File: config.mk
export PLATFORM = sky130hd
export DESIGN_NAME = cp0_regfile
export DESIGN_NICKNAME = d
export VERILOG_FILES = /design/src/rtl/cp0_regfile.sv
export SDC_FILE = /design/constraint.sdc
export NUM_CORES = 1
export LEC_CHECK = 0
export ABC_CLOCK_PERIOD_IN_PS = 2850
export CAP_MARGIN = 20
export CORE_MARGIN = 5
export CORE_UTILIZATION = 45
export DETAILED_ROUTE_END_ITERATION = 10
export PLACE_DENSITY_LB_ADDON = 0.3
export SLEW_MARGIN = 20
export SYNTH_ARGS = -nofsm -noshare
export SYNTH_HDL_FRONTEND = slang
export SYNTH_SLANG_ARGS = --single-unit
File: constraint.sdc
create_clock -name clk -period 2.85 [get_ports clk]
set_input_delay 0.4275 -clock clk [delete_from_list [all_inputs] [get_ports clk]]
set_output_delay 0.4275 -clock clk [all_outputs]
set_load 0.02 [all_outputs]
File: src/rtl/cp0_regfile.sv
// Coprocessor-0 register file: exception state, MTC0/MFC0 access and Count/Compare timer.
// Optional build macro CP0_IDREGS_EN adds read-only PRId (15) and Config (16).
`ifndef ExcT
`define ExcT        3:0
`define ExcT_Intr   4'h0
`define ExcT_AdEL1  4'h1
`define ExcT_AdEL2  4'h2
`define ExcT_AdES   4'h3
`define ExcT_SysC   4'h4
`define ExcT_Bp     4'h5
`define ExcT_RI     4'h6
`define ExcT_Ov     4'h7
`define ExcT_ERET   4'h8
`endif

module cp0_regfile #(
  parameter int         HW_INT_W   = 6,
  parameter logic [0:0] STATUS_BEV = 1'b1
) (
  input  logic                clk,
  input  logic                rst,
  input  logic                we_i,
  input  logic [4:0]          waddr_i,
  input  logic [31:0]         wdata_i,
  input  logic [4:0]          raddr_i,
  output logic [31:0]         rdata_o,
  input  logic [HW_INT_W-1:0] hw_int_i,
  input  logic                exc_flag_i,
  input  logic [`ExcT]        exc_type_i,
  input  logic [31:0]         exc_pc_i,
  input  logic                exc_bd_i,
  input  logic [31:0]         exc_baddr_i,
  output logic [31:0]         epc_o,
  output logic [31:0]         errorepc_o,
  output logic [31:0]         status_o,
  output logic [31:0]         cause_o,
  output logic                intr_o
);

  localparam logic [4:0] REG_BADVADDR = 5'd8;
  localparam logic [4:0] REG_COUNT    = 5'd9;
  localparam logic [4:0] REG_COMPARE  = 5'd11;
  localparam logic [4:0] REG_STATUS   = 5'd12;
  localparam logic [4:0] REG_CAUSE    = 5'd13;
  localparam logic [4:0] REG_EPC      = 5'd14;
  localparam logic [4:0] REG_ERROREPC = 5'd30;

  logic [31:0] badvaddr, count, compare, epc, errorepc;
  logic        tick, ti, bd, exl, ie;
  logic [7:0]  im;
  logic [1:0]  ip_sw;
  logic [5:0]  ip_hw;
  logic [4:0]  exc_code;

  logic        wr, wr_count, wr_compare, wr_status, wr_cause, wr_epc, wr_errorepc;
  logic        inc, ti_set, ti_nxt, is_eret, is_ade;
  logic [4:0]  exc_code_nxt;

  // The excepting instruction's MTC0 is squashed, so exc_flag_i masks every write.
  always_comb begin
    wr          = we_i & ~exc_flag_i;
    wr_count    = wr && (waddr_i == REG_COUNT);
    wr_compare  = wr && (waddr_i == REG_COMPARE);
    wr_status   = wr && (waddr_i == REG_STATUS);
    wr_cause    = wr && (waddr_i == REG_CAUSE);
    wr_epc      = wr && (waddr_i == REG_EPC);
    wr_errorepc = wr && (waddr_i == REG_ERROREPC);
    inc         = tick & ~wr_count;
    ti_set      = inc && ((count + 32'd1) == compare);
    ti_nxt      = wr_compare ? 1'b0 : (ti | ti_set);
    is_eret     = (exc_type_i == `ExcT_ERET);
    is_ade      = (exc_type_i == `ExcT_AdEL1) || (exc_type_i == `ExcT_AdEL2) ||
                  (exc_type_i == `ExcT_AdES);
  end

  always_comb begin
    exc_code_nxt = 5'h00;
    case (exc_type_i)
      `ExcT_AdEL1, `ExcT_AdEL2: exc_code_nxt = 5'h04;
      `ExcT_AdES:               exc_code_nxt = 5'h05;
      `ExcT_SysC:               exc_code_nxt = 5'h08;
      `ExcT_Bp:                 exc_code_nxt = 5'h09;
      `ExcT_RI:                 exc_code_nxt = 5'h0A;
      `ExcT_Ov:                 exc_code_nxt = 5'h0C;
      default:                  exc_code_nxt = 5'h00;
    endcase
  end

  always_ff @(posedge clk) begin
    if (rst) begin
      badvaddr <= '0;
      count    <= '0;
      compare  <= '0;
      epc      <= '0;
      errorepc <= '0;
      tick     <= 1'b0;
      ti       <= 1'b0;
      bd       <= 1'b0;
      exl      <= 1'b0;
      ie       <= 1'b0;
      im       <= '0;
      ip_sw    <= '0;
      ip_hw    <= '0;
      exc_code <= '0;
    end else begin
      tick <= wr_count ? 1'b0 : ~tick;
      if (wr_count)  count <= wdata_i;
      else if (tick) count <= count + 32'd1;
      if (wr_compare) compare <= wdata_i;
      ti    <= ti_nxt;
      ip_hw <= {hw_int_i[5] | ti_nxt, hw_int_i[4:0]};
      if (wr_status) begin
        im  <= wdata_i[15:8];
        exl <= wdata_i[1];
        ie  <= wdata_i[0];
      end
      if (wr_cause)    ip_sw    <= wdata_i[9:8];
      if (wr_epc)      epc      <= wdata_i;
      if (wr_errorepc) errorepc <= wdata_i;
      if (exc_flag_i) begin
        if (is_eret) begin
          exl <= 1'b0;
        end else begin
          // Nested exceptions keep the original return point.
          if (!exl) begin
            epc <= exc_bd_i ? exc_pc_i - 32'd4 : exc_pc_i;
            bd  <= exc_bd_i;
          end
          exl      <= 1'b1;
          exc_code <= exc_code_nxt;
          if (is_ade) badvaddr <= exc_baddr_i;
        end
      end
    end
  end

  assign status_o   = {9'b0, STATUS_BEV, 6'b0, im, 6'b0, exl, ie};
  assign cause_o    = {bd, ti, 14'b0, ip_hw, ip_sw, 1'b0, exc_code, 2'b0};
  assign epc_o      = epc;
  assign errorepc_o = errorepc;
  assign intr_o     = (|({ip_hw, ip_sw} & im)) & ie & ~exl;

  always_comb begin
    rdata_o = '0;
    case (raddr_i)
      REG_BADVADDR: rdata_o = badvaddr;
      REG_COUNT:    rdata_o = count;
      REG_COMPARE:  rdata_o = compare;
      REG_STATUS:   rdata_o = status_o;
      REG_CAUSE:    rdata_o = cause_o;
      REG_EPC:      rdata_o = epc;
      REG_ERROREPC: rdata_o = errorepc;
`ifdef CP0_IDREGS_EN
      5'd15:        rdata_o = 32'h0000_4220;
      5'd16:        rdata_o = 32'h8000_8000;
`endif
      default:      rdata_o = '0;
    endcase
  end

  logic unused_wdata;
  assign unused_wdata = ^{wdata_i[31:16], wdata_i[7:2]};

endmodule

==> results.py <==
metrics = {
    "worst_hold_path": {
        "min_path_cells": 3,
        "min_path_type": "in2reg",
        "worstHoldStart": "rst",
        "whs_endpoint": "ti",
    },
    "critical_path": {
        "endpoint_kind": "output pin",
        "cp.required_ps": 2420,
        "cp.arrival_ps": 2260,
        "reg2reg_slack_ps": 270,
        "start_kind": "primary input",
        "r2r-start": "count[2]",
        "critPathMaxFanout": 16,
        "critical_path_class": "in2out",
        "r2r-end": "ip_hw[5]",
        "r2r_cells": 7,
        "startpoint": "raddr_i[1]",
    },
    "clocking": {
        "htree_levels": 4,
        "cts-root-buf": "clkbuf_16",
        "tritoncts": "built",
        "cts_buffer_depth": 2,
        "clock_latency_ps": 440,
        "cts_sinks": 185,
        "clkSlewWorstSetupHoldPaths_ps": 70,
        "cts_buffers": 17,
        "cts_setup_buffers": 0,
    },
    "place": {
        "hpwl_um": 30200,
        "place_congestion": 0.975,
        "dp.cells": 1885,
        "port_buffers": 241,
        "dp_slack_ps": -99.6,
    },
    "die": {
        "ioPinCount": 282,
        "num_rows": 56,
        "die_area_um2": 27400,
        "die_w_um": 165,
        "die_h_um": 165,
        "start_util_pct": 46.0,
        "coreArea_um2": 23600,
    },
    "timing": {
        "max_slew_margin_pct": 35.5,
        "fmax_mhz": 372,
        "setup_ws_ps": 161,
        "skew_ps": 15.2,
        "final-hold-violation-count": 0,
        "rsz0062_at_grt": "false",
        "maxSlewViolCount": 0,
        "holdWs_ps": 356,
        "period_share_pct": 94.3,
        "min_period_ps": 2690,
        "setup_viol": 0,
        "worst-slew-pin-transition_ps": 968,
        "tns_ps": 0,
    },
    "global_routing": {
        "grt_overflow": 0,
        "antenna_found_initial": 3,
        "grt_max_degree": 185,
        "grt_pass1_wl_um": 59300,
        "grt_pass1_vias": 10074,
        "grt.total_usage_pct": 28.2,
    },
    "routing": {
        "routedWlPerCell_um": 20.8,
        "dr.pass1.iters": 8,
        "via_per_inst": 5.70,
        "drc": 0,
        "vias": 10921,
        "wl_um": 39800,
        "ant_nets": 0,
        "drt_iter0_markers": 1203,
    },
    "synth": {
        "synth_flop_cell": "dfxtp_1",
        "synth_commonest_cells": "nand2_1 (262), dfxtp_1 (185), a21oi_1 (122), nor2_1 (117), mux2i_1 (80)",
        "synth-async-reset-ratio_pct": 0,
        "ys_ff_latch": 185,
        "synth_most_common_cell": "nand2_1",
        "synth_edf_count": 0,
        "netlist_area_um2": 10900,
        "synth_largest_type_area_fraction_pct": 34.1,
        "synthDistinctLibCells": 73,
        "ys_seq_area_share_pct": 34.1,
        "yosys-top-cells-area": "dfxtp_1 (34%), nand2_1 (9.1%), mux2i_1 (7.4%)",
        "synth_warnings": 0,
        "synthCells": 1357,
        "avgSynthCellArea_um2": 8.01,
        "yosys.area.top_type": "dfxtp_1",
    },
    "finish": {
        "nets": 1708,
        "final_layout_size_suffix_gt1_share_pct": 9.89,
        "instances_no_fill": 1917,
        "syn2layout_area_growth_pct": 30.7,
    },
    "pwr": {
        "peakVddDrop_mv": 0.286,
        "power.total_uw": 6100,
        "power.density_nw_per_um2": 430,
        "p_leak_uw": 0.00526,
    },
    "run_status": {
        "status": "finished, final reports clean",
    },
    "job": {
        "cap_violations": 0,
    },
}
-- final cells by class --
class | instances | area [um2]
fill | 2175 | 9410
clock buffer | 19 | 433
antenna | 1 | 2.50
clock inverter | 12 | 166
tap | 319 | 399
multi-input combinational | 1053 | 6400
inverter | 10 | 37.5
timing repair buffer | 318 | 3060
sequential | 185 | 3700
-- placed cells by master, fill, tap and decap left out, drive strengths merged, types with 5 or more instances in the layout --
cell           synthesis  layout
a221o                 15      15
nor4                  19      19
o21ai                 21      21
nand3                 23      23
and4                   6       6
xor2                  48      48
nand2b                 7       7
conb                   2      40
or4                    8       8
nor2                 121     121
nor2b                 11      11
a31oi                  8       8
inv                   10      13
a21oi                122     122
and3                   6       6
a211oi                68      68
nor3                  27      27
dlygate4sd2            0      25
buf                   67      82
nand2                263     263
dfxtp                185     185
a22oi                 22      22
or2                    5       5
a222oi                 5       5
clkdlybuf4s50          0     207
clkbuf                80      19
mux2i                 80      80
nand4                 20      20
or3                    7       7
xnor2                 49      49
nor3b                  6       6
-- kinds of logic after synthesis --
logic type | share of synthesized area (%)
compound gates | 17.1
buf+inv | 8.66
flops | 34.1
other cells | 0.0691
fa+ha+maj | 0.230
mux | 7.47
xor+xnor | 7.82
simple gates | 24.5
-- critical path, stage by stage --
cell	delay [ps]
clkdlybuf4s50_1	520
nor2_1	50
nand2_1	160
nor2_2	80
buf_12	150
buf_4	180
a221o_1	350
dlygate4sd2_1	330
-- timing repair --
item                                   in CTS  in global routing
setup endpoints to repair                  25                  4
endpoints found under the hold margin       0                  0
resized for setup                          26                  4
hold buffers                                0                  0
-- worst max-delay path by stage --
stage,to,slack [ps]
detailed placement,rdata_o[18],-100
finish,rdata_o[29],160
floorplan,ip_hw[5],290
CTS,rdata_o[9],10
global placement,rdata_o[22],-80
global route,rdata_o[16],90
-- power by group --
| part | switching [uW] | leakage, uW | internal, uW |
|---|---|---|---|
| sequential | 70.2 | 0.00150 | 2660 |
| combinational | 495 | 0.00347 | 397 |
| clock | 1090 | 0.000285 | 1390 |
-- stage by stage --
| step | utilization (%) | cell area [um2] |
|---|---|---|
| floorplan | - | 11000 |
| global placement | 57.7 | 13600 |
| detailed placement | 57.7 | 13600 |
| CTS | 60.1 | 14200 |
| global route | 60.1 | 14200 |
| finish | 60.1 | 14200 |
-- metal layers --
metal / track usage [%] / part of all wire, % / up-vias
met1: 39.7 / 42 / 5216
met5: 0 / 0.068 / -
met4: 7.61 / 1.9 / 4
met3: 6.68 / 11 / 53
li1: - / - / 5127
met2: 43.5 / 45 / 521
-- state kept, by name, indices dropped and copies added, names as in the netlist, 2 cells and up --
register / flops
exc_code: 4
count: 32
ip_hw: 6
compare: 32
ip_sw: 2
errorepc_o: 32
badvaddr: 32
im: 8
epc_o: 32
No activity file was read; power rests on OpenSTA's default activity.
